===== src/rtl/pry2oht_scan.sv =====
// Iterative priority scanner: takes a request vector, then emits each set bit as one
// beat per cycle (one-hot plus binary index), highest priority first, under valid/ready.
module pry2oht_scan #(
  parameter int WIDTH     = 9,
  parameter     DIRECTION = "LSB",
  parameter int WIDTH_LOG = $clog2(WIDTH)
) (
  input  logic                 clk,
  input  logic                 rst,
  input  logic                 i_vld,
  input  logic [WIDTH-1:0]     i_pry,
  output logic                 i_rdy,
  output logic                 o_vld,
  output logic [WIDTH-1:0]     o_oht,
  output logic [WIDTH_LOG-1:0] o_bin,
  output logic                 o_lst,
  input  logic                 o_rdy
);

  localparam bit MSB_FIRST = (DIRECTION == "MSB");

  // Bits still to be emitted; all-zero means idle.
  logic [WIDTH-1:0]     rem_q;
  logic [WIDTH-1:0]     rem_d;
  logic [WIDTH-1:0]     pick_oht;
  logic [WIDTH_LOG-1:0] pick_bin;
  logic                 found;
  logic                 in_xfer;
  logic                 out_xfer;

  // Scan position k maps to bit index k (LSB first) or WIDTH-1-k (MSB first).
  function automatic int scan_pos(input int k);
    return MSB_FIRST ? (WIDTH - 1 - k) : k;
  endfunction

  always_comb begin
    // NOTE: every combinational output gets a default first so no path can infer a latch.
    pick_oht = '0;
    pick_bin = '0;
    found    = 1'b0;
    for (int k = 0; k < WIDTH; k++) begin
      if (!found && rem_q[scan_pos(k)]) begin
        found                = 1'b1;
        pick_oht[scan_pos(k)] = 1'b1;
        pick_bin             = WIDTH_LOG'(scan_pos(k));
      end
    end
  end

  // Outputs depend on rem_q only, so there is no combinational i_* -> o_* path.
  assign o_vld = |rem_q;
  assign o_oht = pick_oht;
  assign o_bin = pick_bin;
  assign o_lst = o_vld && ((rem_q & ~pick_oht) == '0);

  // Accept a new vector while idle, or in the cycle the last beat leaves (no bubble).
  assign i_rdy    = !o_vld || (o_lst && o_rdy);
  assign in_xfer  = i_vld && i_rdy;
  assign out_xfer = o_vld && o_rdy;

  always_comb begin
    rem_d = rem_q;
    if (in_xfer) begin
      rem_d = i_pry;
    end else if (out_xfer) begin
      rem_d = rem_q & ~pick_oht;
    end
  end

  // NOTE: sequential state uses non-blocking assignments; reset is synchronous, so
  // anything presented on the inputs during a reset cycle is discarded.
  always_ff @(posedge clk) begin
    if (rst) begin
      rem_q <= '0;
    end else begin
      rem_q <= rem_d;
    end
  end

endmodule


===== config.mk =====
export PLATFORM = sky130hd
export DESIGN_NAME = pry2oht_scan
export DESIGN_NICKNAME = d
export VERILOG_FILES = /design/src/rtl/pry2oht_scan.sv
export SDC_FILE = /design/constraint.sdc
export NUM_CORES = 1
export LEC_CHECK = 0
export ABC_AREA = 0
export ABC_CLOCK_PERIOD_IN_PS = 1900
export CORE_ASPECT_RATIO = 0.7
export CORE_MARGIN = 3
export CORE_UTILIZATION = 34
export CTS_BUF_LIST = sky130_fd_sc_hd__clkbuf_4
export DETAILED_ROUTE_END_ITERATION = 6
export PLACE_DENSITY = 0.65
export REMOVE_ABC_BUFFERS = 1
export SLEW_MARGIN = 20
export SYNTH_ARGS = -nofsm -noshare
export SYNTH_HDL_FRONTEND = slang
export SYNTH_SLANG_ARGS = --single-unit

===== constraint.sdc =====
create_clock -name clk -period 1.9 [get_ports clk]
set_clock_uncertainty 0.05 [all_clocks]
set_input_delay 0.285 -clock clk [delete_from_list [all_inputs] [get_ports clk]]
set_output_delay 0.285 -clock clk [all_outputs]
set_load 0.01 [all_outputs]

Word level (Yosys, flattened, before mapping) --
Index checks and enable logic that the tools add are counted.
Word-level totals: register bits after elaboration 9, output and inout bits 16
Operators by class: mux-type cells 26, bitwise logic cells 2, reductions and logical operators 25
Operators by type and width (count):
- $mux 4 | 7
- $mux 9 | 2
- $mux 1 | 17
- $logic_and 1x1->1 | 12
- $and 9x9->9 | 1
- $logic_not 1->1 | 9
- $logic_not 9->1 | 1
- $not 9->9 | 1
- $reduce_or 9->1 | 1
- $reduce_bool 2->1 | 1
- $logic_or 1x1->1 | 1

Longest topological paths before layout --
depth in word-level cells 33, depth in mapped cells 6, depth with buffers taken out 5

Least setup slack after synthesis --
OpenSTA, ideal clock, no wires.
path type register -> output, start register rem_q[1], end output port o_lst, data arrival time 1335 ps, required time 1565 ps, path slack 230 ps, stages on the path, launching flop included 5, path through dfxtp_1 > nor4_4 > nand2_1 > a211o_1 > a21oi_1
Between the ends: word-level cells in the longest chain between the ends 27, elaborated cells between the ends (all ways) 35
RTL lines:
- start, declared | line 23 | logic [WIDTH-1:0] rem_q;
- start signal, assigned | line 76 | rem_q <= rem_d;
- $logic_and 1x1->1 | line 42 | if (!found && rem_q[scan_pos(k)]) begin
- $mux 1 | line 42
- $logic_not 1->1 | line 42
- $logic_and 1x1->1 | line 42
- $mux 1 | line 42
- $logic_not 1->1 | line 42
- $logic_and 1x1->1 | line 42
- $mux 1 | line 42
- (+11 left out)
- $mux 1 | line 42
- $logic_not 1->1 | line 42
- $logic_and 1x1->1 | line 42
- $mux 1 | line 42
- $not 9->9 | line 54 | assign o_lst = o_vld && ((rem_q & ~pick_oht) == '0);
- $and 9x9->9 | line 54
- $logic_not 9->1 | line 54
- $logic_and 1x1->1 (*) | line 54
- end, declared | line 16 | output logic o_lst,
Every way passes the cells marked *; elsewhere a longest branch is shown, timed or not.

Final worst setup path --
start register rem_q[0], end output port o_lst
Between the ends: word-level cells in the longest chain between the ends 29, elaborated cells between the ends (all ways) 37
RTL lines (line):
- $mux 1 | 42
- $logic_not 1->1 | 42
- $logic_and 1x1->1 | 42
- $mux 1 | 42
- $logic_not 1->1 | 42
- $logic_and 1x1->1 | 42
- $mux 1 | 42
- $logic_not 1->1 | 42
- (+13 left out)
- $mux 1 | 42
- $logic_not 1->1 | 42
- $logic_and 1x1->1 | 42
- $mux 1 | 42
- $not 9->9 | 54
- $and 9x9->9 | 54
- $logic_not 9->1 | 54
- $logic_and 1x1->1 (*) | 54
Marks and branches as above.

==> metrics.cfg <==
[run_status]
run_status=finished clean

[clocking]
hold_buffers=0
clkSlewWorstSetupHoldPaths_ps=70
clock-sinks=9
numCtsBuffers=3
cts_max_level=1
cts_root_buf=clkbuf_4
cts_tree=built
clock_latency_ps=260
clockBufferDepth=2

[drt]
drt-initial-drc-count=58
avgViaCountPerCell=5.14
vias=987
drc_errors=0
detail-route-antenna-nets=0
routedWlPerCell_um=13.7
dr.pass1.iters=4
finalWirelength_mm=2.63

[yosys]
yosys_warnings=0
yosys-top-cells-area=dfxtp_1 (23%), nand2_1 (7.1%), o21ai_1 (5.7%)
synthCells=108
synth.avg_cell_area_um2=7.33
yosysUniqueCellTypes=37
yosysSeqAreaShare_pct=22.7
yosysTopAreaCell=dfxtp_1
synth_top_family_by_area=simple AND/OR/NAND/NOR gates
yosys.area_share.simple_pct=35.2
synth_top_area_share_pct=22.7
netlist_area_um2=792
synthMuxAreaShare_pct=3.79
synth-compound-area-share_pct=25.8
synthAdderAreaFrac_pct=1.26
synth-xor-area-share_pct=0
ys_ff_latch=9

[floorplan]
die_width_um=63.7
die_y_um=46.4
core_um2=2020
rows=13
dieArea_um2=2950
io-pin-count=29
start_util_pct=39.3

[power_and_ir_drop]
ir_drop_uv=478
leakage_nw=0.595
p_per_area_nw_per_um2=1100
power_mw=1.46

[global_route]
overflow=0
use_met1_pct=23.0
grt_pass1_wl_mm=4.05
use_met3_pct=3.66
busiest_layer=met2
grt_pass1_vias=932
grt_max_degree=12
track_usage_pct=17.8
antenna_found_initial=0
grt.met2_usage_pct=31.5

[placed_design]
place.gp.congestion=0.854
place_hpwl_mm=1.92
dp_slack_ps=-328
numPortBuffers=28

[critical_path]
cp-end-kind=primary output
cp_max_fo=4
critPathRequiredTime_ps=1560
critPathArrivalTime_ps=1550
path_class=reg2out
critPathLaunchType=flip-flop

[timing]
min_period_ps=1890
fin_tns_setup_ps=0
setup_ws_ps=13.2
setup_viol=0
hold_viol=0
worstMarginPinSlew_ps=290
max-slew-margin-rel_pct=80.4
period_share_pct=99.3
timing.fmax_ghz=0.530
slew_viol_final=0
rsz0062_at_grt=true

[finish]
largest_register_ffs=9
drive_above_1_share_pct=43.2
reg.largest.list=rem_q: 9 flops
diodes=0
top_register=rem_q
nets=176
syn2layout_area_growth_pct=68.2

[job]
maxCapViolations=0

[worst_hold_path]
min_path_type=in2reg

[worst max-delay path: stages (launching register included)]
cell and delay [ps]:
dfxtp_2 330, nor4_4 310, nand2_2 130, buf_6 130, o21ai_2 100, a21o_1 110, a21oi_2 50, buf_2 140
[layout make-up]
class / count / area, µm²
multi-input cells: 85 / 578
inverters: 3 / 11.3
repair buffers: 61 / 488
well taps: 30 / 37.5
flip-flops and latches: 9 / 188
fillers: 193 / 684
clock buffers: 4 / 30.0
[timing repair]
| item | 4_1_cts | 5_1_grt |
|---|---|---|
| setup endpoints to repair | 14 | 9 |
| buffers inserted | 1 | 0 |
| pin swaps | 1 | 1 |
| gates resized for setup | 40 | 24 |
[path summary, 6_finish.rpt]
path / slack [ps] / cells after the start / to / start
hold reg to reg: 610 / 3 / rem_q[6] / rem_q[6]
setup reg to reg: 160 / 7 / rem_q[2] / rem_q[0]
setup / recovery: 10 / 7 / o_lst / rem_q[0]
hold / removal: 510 / 3 / rem_q[6] / i_pry[6]
[through the flow]
step / cell area, µm² / instances / util (%) / hold WS [ps]
2_1_floorplan: 714 / 97 / - / 349
3_3_place_gp: 1270 / 187 / 63.1 / 598
3_5_place_dp: 1270 / 187 / 63.1 / 610
4_1_cts: 1290 / 192 / 64.1 / 515
5_1_grt: 1330 / 192 / 66.1 / 516
6_report: 1330 / 192 / 66.1 / 510
[kinds of logic after synthesis]
logic type      count (synthesis)
simple gates                   48
compound gates                 33
buf+inv                        14
flops                           9
mux                             3
fa+ha+maj                       1
[power by group]
part | internal, mW | switching, mW
Sequential | 0.226 | 0.0428
Combinational | 0.522 | 0.503
Clock | 0.0953 | 0.0708
[cells in the final DEF, fill, tap and decap left out, types with 3 or more instances in the layout]
cell type	instances
buf_4	31
clkdlybuf4s50_1	14
nand2_1	13
o21ai_1	10
nor2_1	7
a21oi_1	6
buf_2	6
dfxtp_2	6
o211ai_1	5
clkbuf_4	4
nor4_4	3
o22ai_1	3
nand3_1	3
mux2i_1	3
dlygate4sd2_1	3
clkbuf_2	3
dfxtp_1	3
[synthesized netlist by cell type]
| cell type | number |
|---|---|
| buf_2 | 2 |
| o211ai_1 | 5 |
| nor3b_1 | 1 |
| buf_1 | 1 |
| a211oi_1 | 2 |
| o311ai_1 | 1 |
| and3_1 | 2 |
| nand2_1 | 15 |
| a21oi_1 | 7 |
| nand3_1 | 3 |
| buf_6 | 2 |
| nand3b_1 | 1 |
| nor2_2 | 1 |
| maj3_1 | 1 |
| o22ai_1 | 3 |
| nor2b_1 | 2 |
| nand3_2 | 1 |
| o311ai_0 | 1 |
| o21ai_0 | 2 |
| clkbuf_1 | 1 |
| inv_1 | 2 |
| buf_4 | 5 |
| nor4_1 | 2 |
| dfxtp_1 | 9 |
| nor3_2 | 1 |
| a211o_1 | 1 |
| a21o_1 | 1 |
| nor4_4 | 2 |
| o21ai_1 | 9 |
| clkinv_1 | 1 |
| nor4b_1 | 2 |
| and2_1 | 2 |
| nor2_1 | 10 |
| nand2b_1 | 2 |
| mux2i_1 | 3 |
| a21oi_2 | 1 |
| or2_2 | 1 |
[metal layers]
metal,vias to the layer above,share of wire (%)
li1,495,-
met1,444,48
met2,48,44
met3,0,7.6
met4,0,0
met5,-,0
Power figures use the tool's default switching activity.
